### src/rtl/req_latch_db.sv
// req_latch_db: four-channel sync + debounce front-end producing sticky
// pending-request bits for the priority encoder, cleared by indexed ack.
//
// Ports:
//   clk          single clock for all state
//   rst_n        asynchronous active-low reset (release synchronous to clk)
//   btn_in[3:0]  raw asynchronous button/switch lines, active-high
//   req[3:0]     pending requests, feeds encoder request input
//   valid        |req
//   db_level[3:0] debounced levels for status LEDs
//   ack          consumer serviced one request this cycle
//   ack_idx[1:0] index of serviced request, used only when ack=1
//
// Build option: DEBOUNCE_BYPASS_EN replaces the debounce counters with a
// plain one-cycle register (glitches pass through; for sim/bring-up).
module req_latch_db #(
  parameter int DB_CYCLES = 50000,
  parameter int CNT_W     = 16
) (
  input  logic       clk,
  input  logic       rst_n,
  input  logic [3:0] btn_in,
  output logic [3:0] req,
  output logic       valid,
  output logic [3:0] db_level,
  input  logic       ack,
  input  logic [1:0] ack_idx
);

  logic [3:0] r_sync1;
  logic [3:0] r_sync2;
  logic [3:0] r_stable;
  logic [3:0] r_req;
  logic [3:0] w_stable_nxt;
  logic [3:0] w_rise;
  logic [3:0] w_clr;

  always_ff @(posedge clk or negedge rst_n) begin
    if (!rst_n) begin
      r_sync1 <= '0;
      r_sync2 <= '0;
    end else begin
      r_sync1 <= btn_in;
      r_sync2 <= r_sync1;
    end
  end

`ifdef DEBOUNCE_BYPASS_EN

  always_comb begin
    w_stable_nxt = r_sync2;
  end

`else

  localparam logic [CNT_W-1:0] LP_MAX = CNT_W'(DB_CYCLES - 1);

  logic [CNT_W-1:0] r_cnt [4];
  logic [CNT_W-1:0] w_cnt_nxt [4];

  // A change is accepted only after DB_CYCLES consecutive differing
  // samples; any sample matching the stable level restarts the count.
  always_comb begin
    for (int i = 0; i < 4; i++) begin
      w_stable_nxt[i] = r_stable[i];
      w_cnt_nxt[i]    = '0;
      if (r_sync2[i] != r_stable[i]) begin
        if (r_cnt[i] == LP_MAX) begin
          w_stable_nxt[i] = r_sync2[i];
        end else begin
          w_cnt_nxt[i] = r_cnt[i] + 1'b1;
        end
      end
    end
  end

  always_ff @(posedge clk or negedge rst_n) begin
    if (!rst_n) begin
      for (int i = 0; i < 4; i++) begin
        r_cnt[i] <= '0;
      end
    end else begin
      for (int i = 0; i < 4; i++) begin
        r_cnt[i] <= w_cnt_nxt[i];
      end
    end
  end

`endif

  always_ff @(posedge clk or negedge rst_n) begin
    if (!rst_n) begin
      r_stable <= '0;
    end else begin
      r_stable <= w_stable_nxt;
    end
  end

  assign w_rise = w_stable_nxt & ~r_stable;
  assign w_clr  = ack ? (4'b0001 << ack_idx) : 4'b0000;

  // A new press on the same edge as its ack wins, so it is not lost.
  always_ff @(posedge clk or negedge rst_n) begin
    if (!rst_n) begin
      r_req <= '0;
    end else begin
      r_req <= w_rise | (r_req & ~w_clr);
    end
  end

  assign req      = r_req;
  assign valid    = |r_req;
  assign db_level = r_stable;

endmodule

### config.mk
export PLATFORM = sky130hd
export DESIGN_NAME = req_latch_db
export DESIGN_NICKNAME = d
export VERILOG_FILES = /design/src/rtl/req_latch_db.sv
export SDC_FILE = /design/constraint.sdc
export NUM_CORES = 1
export LEC_CHECK = 0
export ABC_AREA = 0
export ABC_CLOCK_PERIOD_IN_PS = 2700
export BUFFER_PORTS_ARGS = -buffer_cell sky130_fd_sc_hd__buf_2
export CAP_MARGIN = 20
export CORE_ASPECT_RATIO = 0.6
export CORE_MARGIN = 3
export CORE_UTILIZATION = 50
export CTS_CLUSTER_SIZE = 25
export DETAILED_ROUTE_END_ITERATION = 7
export GPL_ROUTABILITY_DRIVEN = 0
export GPL_TIMING_DRIVEN = 0
export PLACE_DENSITY = 0.78
export SLEW_MARGIN = 20
export SYNTH_ARGS = -nofsm -noshare
export SYNTH_HDL_FRONTEND = slang
export SYNTH_SLANG_ARGS = --single-unit
### constraint.sdc
create_clock -name clk -period 2.7 [get_ports clk]
set_input_delay 0.27 -clock clk [delete_from_list [all_inputs] [get_ports clk]]
set_output_delay 0.27 -clock clk [all_outputs]
set_load 0.01 [all_outputs]
* Word level (Yosys, flattened, before mapping)
Index checks and enable logic that the tools add are counted.
** Operators by class
- Add/subtract/negate cells :: 4
- Equality and inequality tests :: 8
- Shifts and indexed selects :: 1
- Muxes and demuxes :: 17
- Bitwise gates (word level) :: 5
- Reduce and logical (&&, ||, !) cells :: 1
** Operators by type and width (count)
- 2-to-1 mux 16 bit :: 8
- adder 16 x 1 -> 16 bit (second input constant) :: 4
- == test 16 bit (second input constant) :: 4
- bitwise AND 4 bit :: 2
- 2-to-1 mux 1 bit :: 8
- NOT 4 bit :: 2
- 2-to-1 mux 4 bit :: 1
- != test 1 bit :: 4
- bitwise OR 4 bit :: 1
- OR reduction 4 bit :: 1
- left shift 1 x 2 -> 4 bit (first input constant) :: 1
** Storage, ports and cells
- Flip-flop bits (word level) :: 80
- Bits of input ports :: 9
- Output and inout bits :: 9

* Logic depth before layout (Yosys ltp)
- Depth in word-level cells :: 5
- Gate-level depth with buffers :: 6
- Mapped depth without buffers :: 5

* Worst setup path before layout
OpenSTA, ideal clock, no wires.
- Path type :: register to register
- From :: register r_cnt[55] (netlist bit)
- To :: register r_stable[0] (netlist: db_level[0])
- Setup time :: 0.125 ns
- Data arrival time :: 1.785 ns
- Required time :: 2.575 ns
- Slack :: 0.790 ns
- Stages on the path, launching flop included :: 4
- Clock period less this slack :: 1.910 ns
- Cell sequence :: dfrtp_1 or4b_1 or4_4 mux2_4
** On the way
- Word-level cells in the longest chain between the ends :: 3
** Ends and longest elaborated chain
- start: declaration :: line 58 : logic [CNT_W-1:0] r_cnt [4];
- start signal: indexed assignment :: line 84 : r_cnt[i] <= w_cnt_nxt[i];
- == test 16 bit :: line 68 : if (r_cnt[i] == LP_MAX) begin
- 2-to-1 mux 1 bit :: line 68
- 2-to-1 mux 1 bit :: line 67 : if (r_sync2[i] != r_stable[i]) begin
- via w_stable_nxt[0] :: line 34 : logic [3:0] w_stable_nxt;
- end signal: assignment :: line 95 : r_stable <= w_stable_nxt;
- end: declaration :: line 32 : logic [3:0] r_stable;
The timed path passes the listed nets, and every way through them passes these cells.

==> impl_metrics.tcl <==
set metrics [dict create \
    endpoint "r_cnt[25]" \
    hold_class "primary input to flip-flop" \
    cts_root_buf "clkbuf_16" \
    grt_pass1_wl_mm 11.85 \
    end_kind "flip-flop" \
    num_rows 23 \
    yosysWarnings 0 \
    period_share 0.7521 \
    wl_met2_mm 2.883 \
    core-area_um2 6907 \
    synth_nets 367 \
    outcome "completed" \
    synth_edf_count 0 \
    p_leak_uw 0.001718 \
    power_density_nw_per_um2 579.5 \
    p_comb_frac 0.035 \
    clk_latency_ns 0.34 \
    final_layout_size_suffix_gt1_frac 0.1183 \
    dp_hpwl_mm 4.792 \
    layout_common_cells "dfrtp_1 (80), nor2_1 (70), xnor2_1 (50)" \
    ff2ff_setup_slack_ns 0.67 \
    antenna_left 0 \
    viasPerCell 5.401 \
    drt_iter0_markers 137 \
    rsz0062_at_grt "false" \
    ys_types 26 \
    syn_to_final_growth_pct 13.57 \
    async_flop_share 1.000 \
    r2r-end "r_cnt[25]" \
    clockPowerShare 0.454 \
    clkSinkCount 80 \
    cts_tree "yes" \
    syn-cell-area_um2 3687 \
    synth_area_leaders "dfrtp_1 (54%), xnor2_1 (12%), nor2_1 (7.1%), nand3_1 (3.0%), nand4_1 (2.7%)" \
    start_kind "flip-flop" \
    crit_arrival_ns 2.24 \
    fin_setup_tns_ns 0 \
    place_ws_ns 0.7080 \
    avgSynthCellArea_um2 10.42 \
    clkTransAtPathRegs_ns 0.06 \
    cp_max_fo 10 \
    setup_viol 0 \
    criticalPathCategory "flip-flop to flip-flop" \
    grt_pass1_vias 2512 \
    die_area_um2 8475 \
    yosysSeqAreaShare 0.5429 \
    slew_violations 0 \
    worstSetupStartpoint "r_cnt[29]" \
    synth-main-ff-cell "dfrtp_1" \
    overflow 0 \
    routedLengthMet1_mm 3.528 \
    die_w_um 116.9 \
    grt.total_usage 0.1827 \
    n_antenna_cell 0 \
    p_switching_uw 557.3 \
    nFillCells 562 \
    r2r_cells 5 \
    die_h_um 72.52 \
    max_clock_freq_mhz 492.4 \
    peakVddDrop_mv 0.4557 \
    synthCells 354 \
    antenna_found_initial 0 \
    maxCapViolations 0 \
    post_cts_buffers 0 \
    vias 2571 \
    whs_ns 0.03469 \
    clock_tree.buffer_depth 2 \
    hold_violations 0 \
    synth_top_area_frac 0.5429 \
    portBuffers 17 \
    min_period_ns 2.031 \
    r2r_start "r_cnt[29]" \
    drt_drc_violations_left 0 \
    synth_top_cell_by_area "dfrtp_1" \
    grt_max_degree 42 \
    htreeDepth 3 \
    slew_headroom 0.6513 \
    cts_buffers 9 \
    clock-skew-final_ns 0.004923 \
    firstDrtPassIters 4 \
    p_int_uw 1870 \
    ys_ff_latch 80 \
    cp.required_ns 2.91 \
    wire_per_inst_um 14.09 \
    start_util 0.5339 \
    highest_layer "met4" \
    dr_wl_met3_um 192 \
    tightest_slew_ns 0.5231 \
    num_io_pins 18 \
    swShare 0.2296 \
    final_common_cell "dfrtp_1" \
    drt_wl_total_mm 6.709 \
    seqPwrFrac 0.511 \
    fin_ws_ns 0.6692 \
    nets 397 \
]
## power groups by stage
| stage | registers, uW | logic, uW | clock network [uW] |
|---|---|---|---|
| 6_report | 1240 | 85.2 | 1100 |
| 2_1_floorplan | 1260 | 40.9 | 0 |
| 3_3_place_gp | 1260 | 79.0 | 0 |
| 4_1_cts | 1240 | 88.0 | 1140 |
| 5_1_grt | 1240 | 97.4 | 1200 |
| 3_5_place_dp | 1260 | 86.9 | 0 |
## worst max-delay path, stage by stage (launching register included)
cell and delay [ns]:
dfrtp_1 0.44, nor4b_1 0.43, nand4_1 0.26, nand2_1 0.25, clkbuf_1 0.41, nor2_1 0.11
## per-layer routing
metal | vias up | track usage
li1 | 1284 | -
met1 | 1249 | 0.2578
met2 | 29 | 0.2647
met3 | 9 | 0.06000
met4 | 0 | 0.06616
met5 | - | 0
## flip-flops by register name (all words and copies together) (netlist names)
signal    cells
r_cnt        64
db_level      4
r_sync1       4
r_sync2       4
req           4
## what timing repair did
item,in CTS,in global routing
endpoints found under the hold margin,40,0
resized for setup,0,0
hold buffers,1,0
## logic make-up (layout without fill, tap and decap cells)
| kind of cell | Yosys count | in the layout | synth area share |
|---|---|---|---|
| muxes | 4 | 4 | 0.01425 |
| buffers and inverters | 17 | 52 | 0.02138 |
| and+or+nand+nor | 181 | 181 | 0.2545 |
| DFF | 80 | 80 | 0.5429 |
| xor gates and xnor gates | 60 | 60 | 0.1425 |
| adders and majority gates | 4 | 4 | 0.01357 |
| AOI/OAI and AO/OA | 8 | 8 | 0.01086 |
## synthesized netlist by cell type, types with 4 or more instances
cell type and n:
nand4_1 16, o21ai_0 8, dfrtp_1 80, nand2_1 13, nor4bb_1 4, nor3_1 16
and3_1 4, or4b_1 4, nor4_1 16, nor2_1 70, ha_1 4, nand3_1 22
xor2_1 10, nand2b_1 5, inv_1 13, xnor2_1 50
## through the flow
step / power [uW] / cell area (um^2) / util / std cells
2_1_floorplan: 1297 / 3687 / - / 354
5_1_grt: 2537 / 4188 / 0.6063 / 476
3_3_place_gp: 1339 / 3881 / 0.5620 / 458
3_5_place_dp: 1348 / 3904 / 0.5652 / 459
4_1_cts: 2463 / 4188 / 0.6063 / 476
6_report: 2427 / 4188 / 0.6063 / 476
## worst min path at each step
stage | startpoint | to | cells after the start
3_3_place_gp | r_sync1[2] | r_sync2[2] | 0
2_1_floorplan | rst_n | db_level[0] | 0
6_report | btn_in[1] | r_sync1[1] | 1
3_5_place_dp | rst_n | r_cnt[22] | 1
4_1_cts | btn_in[1] | r_sync1[1] | 1
5_1_grt | btn_in[0] | r_sync1[0] | 1
## layout make-up
type / instances / area, um^2 / area share
Tap cell: 87 / 108.9 / 0.02599
Inverter: 13 / 48.80 / 0.01165
Clock buffer: 9 / 225.2 / 0.05378
Sequential cell: 80 / 2002 / 0.4780
Clock inverter: 7 / 48.80 / 0.01165
Buffer: 4 / 30.03 / 0.007171
Timing Repair Buffer: 19 / 117.6 / 0.02808
Multi-Input combinational cell: 257 / 1607 / 0.3836
Note: power is estimated with default switching activity, not from simulation.
